<file path="config.mk">
export PLATFORM = sky130hd
export DESIGN_NAME = rr_output_arbiter
export DESIGN_NICKNAME = d
export VERILOG_FILES = /design/src/rtl/rr_output_arbiter_pkg.sv /design/src/rtl/rr_priority_pick.sv /design/src/rtl/rr_output_arbiter.sv
export SDC_FILE = /design/constraint.sdc
export NUM_CORES = 1
export LEC_CHECK = 0
export CAP_MARGIN = 0
export CORE_MARGIN = 2
export CORE_UTILIZATION = 40
export DETAILED_ROUTE_END_ITERATION = 8
export PLACE_DENSITY = 0.84
export SLEW_MARGIN = 20
export SYNTH_ARGS = -nofsm -noshare
export SYNTH_HDL_FRONTEND = slang
export SYNTH_HIERARCHICAL = 1
export SYNTH_SLANG_ARGS = --single-unit
</file>
<file path="constraint.sdc">
create_clock -name clk -period 6.7 [get_ports clk]
set_input_delay 1.34 -clock clk [delete_from_list [all_inputs] [get_ports clk]]
set_output_delay 1.34 -clock clk [all_outputs]
set_load 0.01 [all_outputs]
</file>
<file path="src/rtl/rr_output_arbiter_pkg.sv">
// rtl/rr_output_arbiter_pkg.sv - shared router constants and packet type for the output arbiter
package rr_output_arbiter_pkg;

    // Router geometry
    localparam int ARB_N             = 5;
    localparam int ARB_BURST         = 4;
    localparam int INPUT_QUEUE_DEPTH = 4;

    // Input port indices, in request-vector order
    localparam int PORT_NORTH = 0;
    localparam int PORT_EAST  = 1;
    localparam int PORT_SOUTH = 2;
    localparam int PORT_WEST  = 3;
    localparam int PORT_LOCAL = 4;

    // Packet carried through the router
    typedef struct packed {
        logic [2:0] src;
        logic [2:0] dest;
        logic [9:0] payload;
    } packet_t;

endpackage

</file>
<file path="src/rtl/rr_priority_pick.sv">
// rtl/rr_priority_pick.sv - combinational rotating-priority encoder starting at ptr
module rr_priority_pick
    import rr_output_arbiter_pkg::*;
#(
    parameter int N  = ARB_N,
    parameter int PW = $clog2(N)
) (
    input  logic [N-1:0]  req,
    input  logic [PW-1:0] ptr,
    output logic [N-1:0]  gnt,
    output logic          any,
    output logic [PW-1:0] idx
);

    logic [PW-1:0] cand;

    // Walk N positions from ptr, wrapping at N-1 explicitly; first requester wins
    always_comb begin
        gnt  = '0;
        any  = 1'b0;
        idx  = '0;
        cand = ptr;
        for (int k = 0; k < N; k++) begin
            if (!any && req[cand]) begin
                any       = 1'b1;
                gnt[cand] = 1'b1;
                idx       = cand;
            end
            cand = (cand == PW'(N - 1)) ? '0 : cand + 1'b1;
        end
    end

endmodule

</file>
<file path="src/rtl/rr_output_arbiter.sv">
// rtl/rr_output_arbiter.sv - round-robin output port arbiter with one-entry output register; optional burst mode via ARB_BURST_EN
module rr_output_arbiter
    import rr_output_arbiter_pkg::*;
#(
    parameter int N     = ARB_N,
    parameter int BURST = ARB_BURST
) (
    input  logic              clk,
    input  logic              reset_n,
    input  logic              ce,
    input  packet_t [N-1:0]   i_data,
    input  logic [N-1:0]      i_data_val,
    output logic [N-1:0]      o_en,
    output packet_t           o_data,
    output logic              o_data_val,
    input  logic              i_en,
    output logic [N-1:0]      o_grant
);

    localparam int PW = $clog2(N);

    if (BURST < 1) begin : g_bad_burst
        $error("rr_output_arbiter: BURST must be at least 1");
    end

    logic [PW-1:0] ptr;
    logic [PW-1:0] ptr_next;
    logic [PW-1:0] pick_idx;
    logic [PW-1:0] gnt_idx;
    logic [N-1:0]  pick_gnt;
    logic [N-1:0]  gnt;
    logic          pick_any;
    logic          slot_free;
    logic          take;

    function automatic logic [PW-1:0] wrap_inc(input logic [PW-1:0] v);
        return (v == PW'(N - 1)) ? '0 : v + 1'b1;
    endfunction

    rr_priority_pick #(
        .N  (N),
        .PW (PW)
    ) u_pick (
        .req (i_data_val),
        .ptr (ptr),
        .gnt (pick_gnt),
        .any (pick_any),
        .idx (pick_idx)
    );

`ifdef ARB_BURST_EN
    localparam int BW = $clog2(BURST + 1);

    logic [BW-1:0] bcnt;
    logic [BW-1:0] bcnt_next;
    logic          burst_hold;

    // During a burst ptr sits on the current grantee, so it doubles as the burst owner
    assign burst_hold = (bcnt != '0) && (bcnt < BW'(BURST)) && i_data_val[ptr];

    // Burst override on top of the rotating pick; ptr advances once the burst is spent
    always_comb begin
        if (burst_hold) begin
            gnt       = '0;
            gnt[ptr]  = 1'b1;
            gnt_idx   = ptr;
            bcnt_next = bcnt + 1'b1;
        end else begin
            gnt       = pick_gnt;
            gnt_idx   = pick_idx;
            bcnt_next = BW'(1);
        end
        ptr_next = (bcnt_next == BW'(BURST)) ? wrap_inc(gnt_idx) : gnt_idx;
    end

    // Consecutive-grant counter for the current owner
    always_ff @(posedge clk or negedge reset_n) begin
        if (!reset_n) begin
            bcnt <= '0;
        end else if (take) begin
            bcnt <= bcnt_next;
        end
    end
`else
    assign gnt      = pick_gnt;
    assign gnt_idx  = pick_idx;
    assign ptr_next = wrap_inc(pick_idx);
`endif

    assign slot_free = ~o_data_val | i_en;
    assign take      = reset_n & ce & slot_free & pick_any;
    assign o_en      = take ? gnt : '0;

    // Output register: load on grant, drain when the slot frees with nothing to load
    always_ff @(posedge clk or negedge reset_n) begin
        if (!reset_n) begin
            o_data     <= '0;
            o_data_val <= 1'b0;
            o_grant    <= '0;
            ptr        <= '0;
        end else if (ce) begin
            if (take) begin
                o_data     <= i_data[gnt_idx];
                o_data_val <= 1'b1;
                o_grant    <= gnt;
                ptr        <= ptr_next;
            end else if (slot_free) begin
                o_data_val <= 1'b0;
            end
        end
    end

endmodule

</file>
==> results.toml, run 1 <==
[yosys]
syn_area_um2 = 2917
synthArstFlopShare = 1.000
syn_nets = 390
synth-warning-count = 6
synth_top_area_cell = "dfrtp_1"
syn-instance-count = 293
avgSynthCellArea_um2 = 9.954
synth_cell_types = 76
synthTopCellsByArea = "dfrtp_1 21%, mux4_1 8.1%, mux4_2 6.2%"
synth_edf_count = 0
synth_seq_cells = 25
synth_top_area_share = 0.2145
ys.flop_type = "dfrtp_1"
synth_seq_area_share = 0.2145

[timing]
slew_viol_final = 0
min_period_ps = 6421
fmaxAchievable_mhz = 155.7
skew_ps = 4.806
period_share = 0.9584
rsz0062_at_grt = "no"
setup_violations = 0
hold_viol = 0
finalSetupTns_ps = 0
tightest_slew_ps = 919.3
max_slew_margin = 0.3871

[layout]
nFillCells = 638
final_common_cell = "clkdlybuf4s50_1"
final_nets = 498
area_growth_pct = 43.11
final_layout_size_suffix_gt1_frac = 0.2000
final_cell_mix = "115 x clkdlybuf4s50_1, 32 x a21oi_1, 25 x dfrtp_1, 13 x nand2_1, 12 x inv_1"
antenna_cells = 0

[clock_tree]
cts-root-buf = "clkbuf_8"
clockBufferDepth = 2
path_clk_slew_ps = 80
cts_hold_buf = 0
htreeDepth = 1
cts_tree = "built"
clock_latency_ps = 260
cts_made_buffers = 3
clock-sinks = 25

[placement]
port-buffer-count = 115
dp_hpwl_um = 7410
gp_congestion = 0.9412

[global_routing]
grt_max_degree = 29
track_usage = 0.2275
use_met1 = 0.2848
antenna_found_initial = 0
grt_overflow = 0
use_met2 = 0.4020
use_met3 = 0.03509
grt_pass1_wl_um = 14280
top_usage_layer = "met2"
grt_pass1_vias = 3008

[critical_path]
cp.arrival_ps = 5080
path_max_fanout = 11
critPathRequiredTime_ps = 5360
reg2regPathDepth = 17
ff2ff_setup_slack_ps = 1280
r2r-start = "ptr[1]"
crit_end = "o_en[1]"
timing.rr.end = "o_grant[1]"
startpoint = "ptr[1]"
end_kind = "output port"
worstSetupStartpointType = "flop"
path_class = "flop to output port"

[drt]
via_per_inst = 5.946
wl_um = 9123
drc = 0
routedWlPerCell_um = 18.28
vias = 2967
drt_iter0_markers = 177
dr.pass1.iters = 4
antenna_left = 0

[die]
ios = 116
core_um2 = 7137
initial_utilization = 0.4087
fp.dieArea_um2 = 7991
die_height_um = 89.39
num_rows = 31
fp.dieW_um = 89.39

[flow_run]
drv_cap = 0

[hold_path]
hold_class = "flop to flop"

[outcome]
status = "finished, final reports clean"
worst max-delay path, stage by stage, from the launching register on:
cell             delay, ps
dfrtp_1                510
inv_2                  150
ha_2                   260
a21o_1                 250
ha_2                   280
o21ai_0                210
a22o_2                 390
inv_4                  120
ha_1                   320
or3_2                  500
a32o_1                 270
a21o_4                 250
nor3_2                 170
nand2_1                 80
and3_1                 310
and3_1                 240
clkdlybuf4s50_1        490
metrics by stage:
stage / instance area (um2) / utilization / setup WS [ps] / hold slack [ps] / cells
final: 4174 / 0.5849 / 279.0 / 493.3 / 499
after global routing: 4174 / 0.5849 / 32.52 / 521.5 / 499
after CTS: 4145 / 0.5808 / 191.5 / 506.2 / 498
after detailed placement: 4100 / 0.5745 / 486.9 / 487.5 / 494
after global placement: 4100 / 0.5745 / 674.5 / 473.2 / 494
after floorplan: 2917 / - / 918.3 / 513.0 / 293
layout make-up:
type                            instances  area [um2]  share of cell area
Clock buffer                            4       45.04             0.01079
Inverter                               14       55.05             0.01319
Timing Repair Buffer                  123        1215              0.2911
Sequential cell                        25       625.6              0.1499
Multi-Input combinational cell        234        2110              0.5054
Tap cell                               99       123.9             0.02968
registers in the layout, indices dropped and copies added, names as in the netlist:
signal and count:
o_data_val 1, o_data 16, ptr 3, o_grant 5
how the worst min path moves through the flow:
stage / cells after the start / to / slack, ps / startpoint
global route: 1 / o_grant[3] / 520 / o_grant[3]
detailed placement: 1 / o_grant[3] / 490 / o_grant[3]
global placement: 1 / o_grant[3] / 470 / o_grant[3]
CTS: 1 / o_grant[3] / 510 / o_grant[3]
finish: 1 / o_grant[3] / 490 / o_grant[3]
floorplan: 2 / ptr[2] / 510 / ptr[2]
layer usage:
| layer | wire length (um) | part of all wire |
|---|---|---|
| met4 | 229 | 0.025 |
| met5 | 0 | 0 |
| met1 | 3653 | 0.40 |
| met3 | 505 | 0.055 |
| met2 | 4735 | 0.52 |
logic make-up (layout without fill, tap and decap cells):
group	Yosys count	in the layout	synth area share
buffers and inverters	34	141	0.07035
adder cells (fa/ha/maj)	8	8	0.03432
XOR/XNOR	2	2	0.006007
AO/OA/AOI/OAI	112	112	0.3115
multiplexers	32	32	0.1991
AND/OR/NAND/NOR	80	80	0.1643
flip-flops	25	25	0.2145
Yosys cell counts, types with 4 or more instances:
cell type  number
a21oi_1        32
dfrtp_1        25
inv_1          13
nand2_1        13
a21oi_2        11
nor2_1         11
a22oi_2        10
mux2_2         10
mux4_1          9
ha_1            8
mux4_2          8
a22oi_1         7
nand3_1         7
and3_1          6
o21ai_0         6
and2_1          5
buf_2           5
clkbuf_1        5
nand4_1         5
nor3_1          5
o211ai_1        5
a221oi_1        4
buf_6           4
mux2i_1         4
nor2b_1         4
what timing repair did:
action	4_1_cts	5_1_grt
gates resized for setup	0	6
buffers inserted	0	0
setup endpoints to repair	0	5
Power of run 1 is not shown: default switching activity piles up to over one toggle a cycle in this logic, so the estimate is an artifact.
==> inputs of run 2 (changes only) <==
- PLACE_DENSITY: 0.84 -> 0.87
- clock period: 6.7 -> 5.3 ns (I/O delays scaled with it)
==> run 2 against run 1 <==
Sequential cell count unchanged; register-to-register slack got worse by 610 ps; clock skew decreased by 1.3 ps; sequential share of layout area decreased by 0.68 points; final cell count increased by 4.2%; hold slack improved by 20 ps; worst setup slack got worse by 160 ps; cell area increased by 4.8%; largest cell class unchanged; highest routed layer unchanged.
==> results.toml, run 2 (same netlist as run 1, synthesis figures left out) <==
[global_routing]
track_usage = 0.2267
grt_overflow = 0
grt_pass1_wl_um = 14270
grt_max_degree = 29
antenna_found_initial = 0
grt_pass1_vias = 3033

[critical_path]
cp.arrival_ps = 4120
cpMaxStageDelayCell = "or4_4"
worstSetupStartpointType = "flop"
path_class = "flop to output port"
critPathRequiredTime_ps = 4240
cp_cell_sequence = "inv_2, ha_2, inv_1, ha_1, buf_4, or4_4, and3_4, or4_4, a2111oi_4, a21o_4, nor3_4, nand2_1, and3_4, and3_1, dlygate4sd2_1"
end_kind = "output port"
path_max_fanout = 8
cpPeakStageDelay_ps = 540

[timing]
fmaxAchievable_mhz = 193.1
setup_violations = 0
finalSetupTns_ps = 0
skew_ps = 3.511
min_period_ps = 5178
period_share = 0.9769
max_slew_margin = 0.4691
hold_viol = 0
tightest_slew_ps = 796.3
slew_viol_final = 0
fin_hold_ws_ps = 513.7

[die]
num_rows = 31
fp.dieW_um = 89.39
ios = 116
initial_utilization = 0.4087
fp.dieArea_um2 = 7991
die_height_um = 89.39
core_um2 = 7137

[clock_tree]
clock_latency_ps = 260
clockBufferDepth = 2
clock-sinks = 25
htreeDepth = 1
cts_made_buffers = 3
cts-root-buf = "clkbuf_8"
cts_tree = "built"
path_clk_slew_ps = 80

[drt]
dr.pass1.iters = 5
antenna_left = 0
vias = 3073
drt_iter0_markers = 251
via_per_inst = 5.910
wl_um = 9332
routedWlPerCell_um = 17.95
drc = 0

[layout]
final_layout_size_suffix_gt1_frac = 0.2518
final_cell_mix = "110 x clkdlybuf4s50_1, 31 x a21oi_1, 28 x buf_4, 25 x dfrtp_1, 13 x nand2_1"
largest_register = "o_data"
area_growth_pct = 49.94
final_nets = 519
final_common_cell = "clkdlybuf4s50_1"
largest_registers = "o_data: 16 flops, o_grant: 5 flops, ptr: 3 flops"
largest_reg_flops = 16
nFillCells = 597
antenna_cells = 0
layout.cells.non_filler = 520

[flow_run]
drv_cap = 0

[outcome]
status = "finished, final reports clean"

[placement]
dp_cells = 512
port-buffer-count = 115
dp_hpwl_um = 7581
gp_congestion = 0.9525

[hold_path]
hold_class = "flop to flop"
run 2: cell count changes in the layout (fill, tap and decap cells not counted), moves of 2 or more:
cell             previous run  this run
clkdlybuf4s50_1           115       110
dlygate4sd2_1               0         3
clkdlybuf4s15_1             0         2
buf_4                       7        28
run 2: area by class of cell:
cell class / count / area, um2 / area share
clock buffers: 4 / 45.04 / 0.01030
repair buffers: 143 / 1358 / 0.3104
flip-flops and latches: 25 / 625.6 / 0.1431
well taps: 99 / 123.9 / 0.02833
inverters: 14 / 57.56 / 0.01316
multi-input cells: 235 / 2163 / 0.4947
run 2: stage by stage:
step / cell area (um2) / worst slack, ps / util
after detailed placement: 4238 / 6.448 / 0.5938
after CTS: 4299 / 81.17 / 0.6024
after global routing: 4373 / -3.599 / 0.6127
after floorplan: 2923 / 47.65 / -
final: 4373 / 122.3 / 0.6127
after global placement: 4238 / 106.8 / 0.5938
run 2: worst paths after layout:
kind | cells past startpoint | from | slack, ps | to
worst min-delay path | 1 | o_data_val | 510 | o_data_val
max in group asynchronous | 2 | reset_n | 3890 | o_grant[2]
worst max register to register | 16 | ptr[0] | 670 | o_data[14]
worst min register to register | 1 | o_data_val | 510 | o_data_val
min in group asynchronous | 2 | reset_n | 1160 | o_data_val
worst max-delay path | 15 | ptr[0] | 120 | o_en[0]
run 2: worst max-delay path, delay by kind of cell (launching register included):
family / cells / cell delay (ps)
simple gates: 7 / 1750
compound gates: 2 / 650
fa+ha+maj: 2 / 520
buf+inv: 4 / 560
flops: 1 / 380
run 2: what timing repair did:
action                     CTS  global route
setup buffers                1             2
resized for setup           10            12
pin swaps                    1             5
hold buffers                 0             0
cloned                       0             1
setup endpoints to repair    5             5
run 2: per-layer routing:
layer / vias to the layer above / routed length [um] / GRT usage
li1: 1435 / - / -
met1: 1455 / 3483 / 0.2847
met2: 165 / 5032 / 0.4047
met3: 18 / 660 / 0.04063
met4: 0 / 156 / 0.05156
met5: - / 0 / 0
Power of run 2 is left out for the same reason.
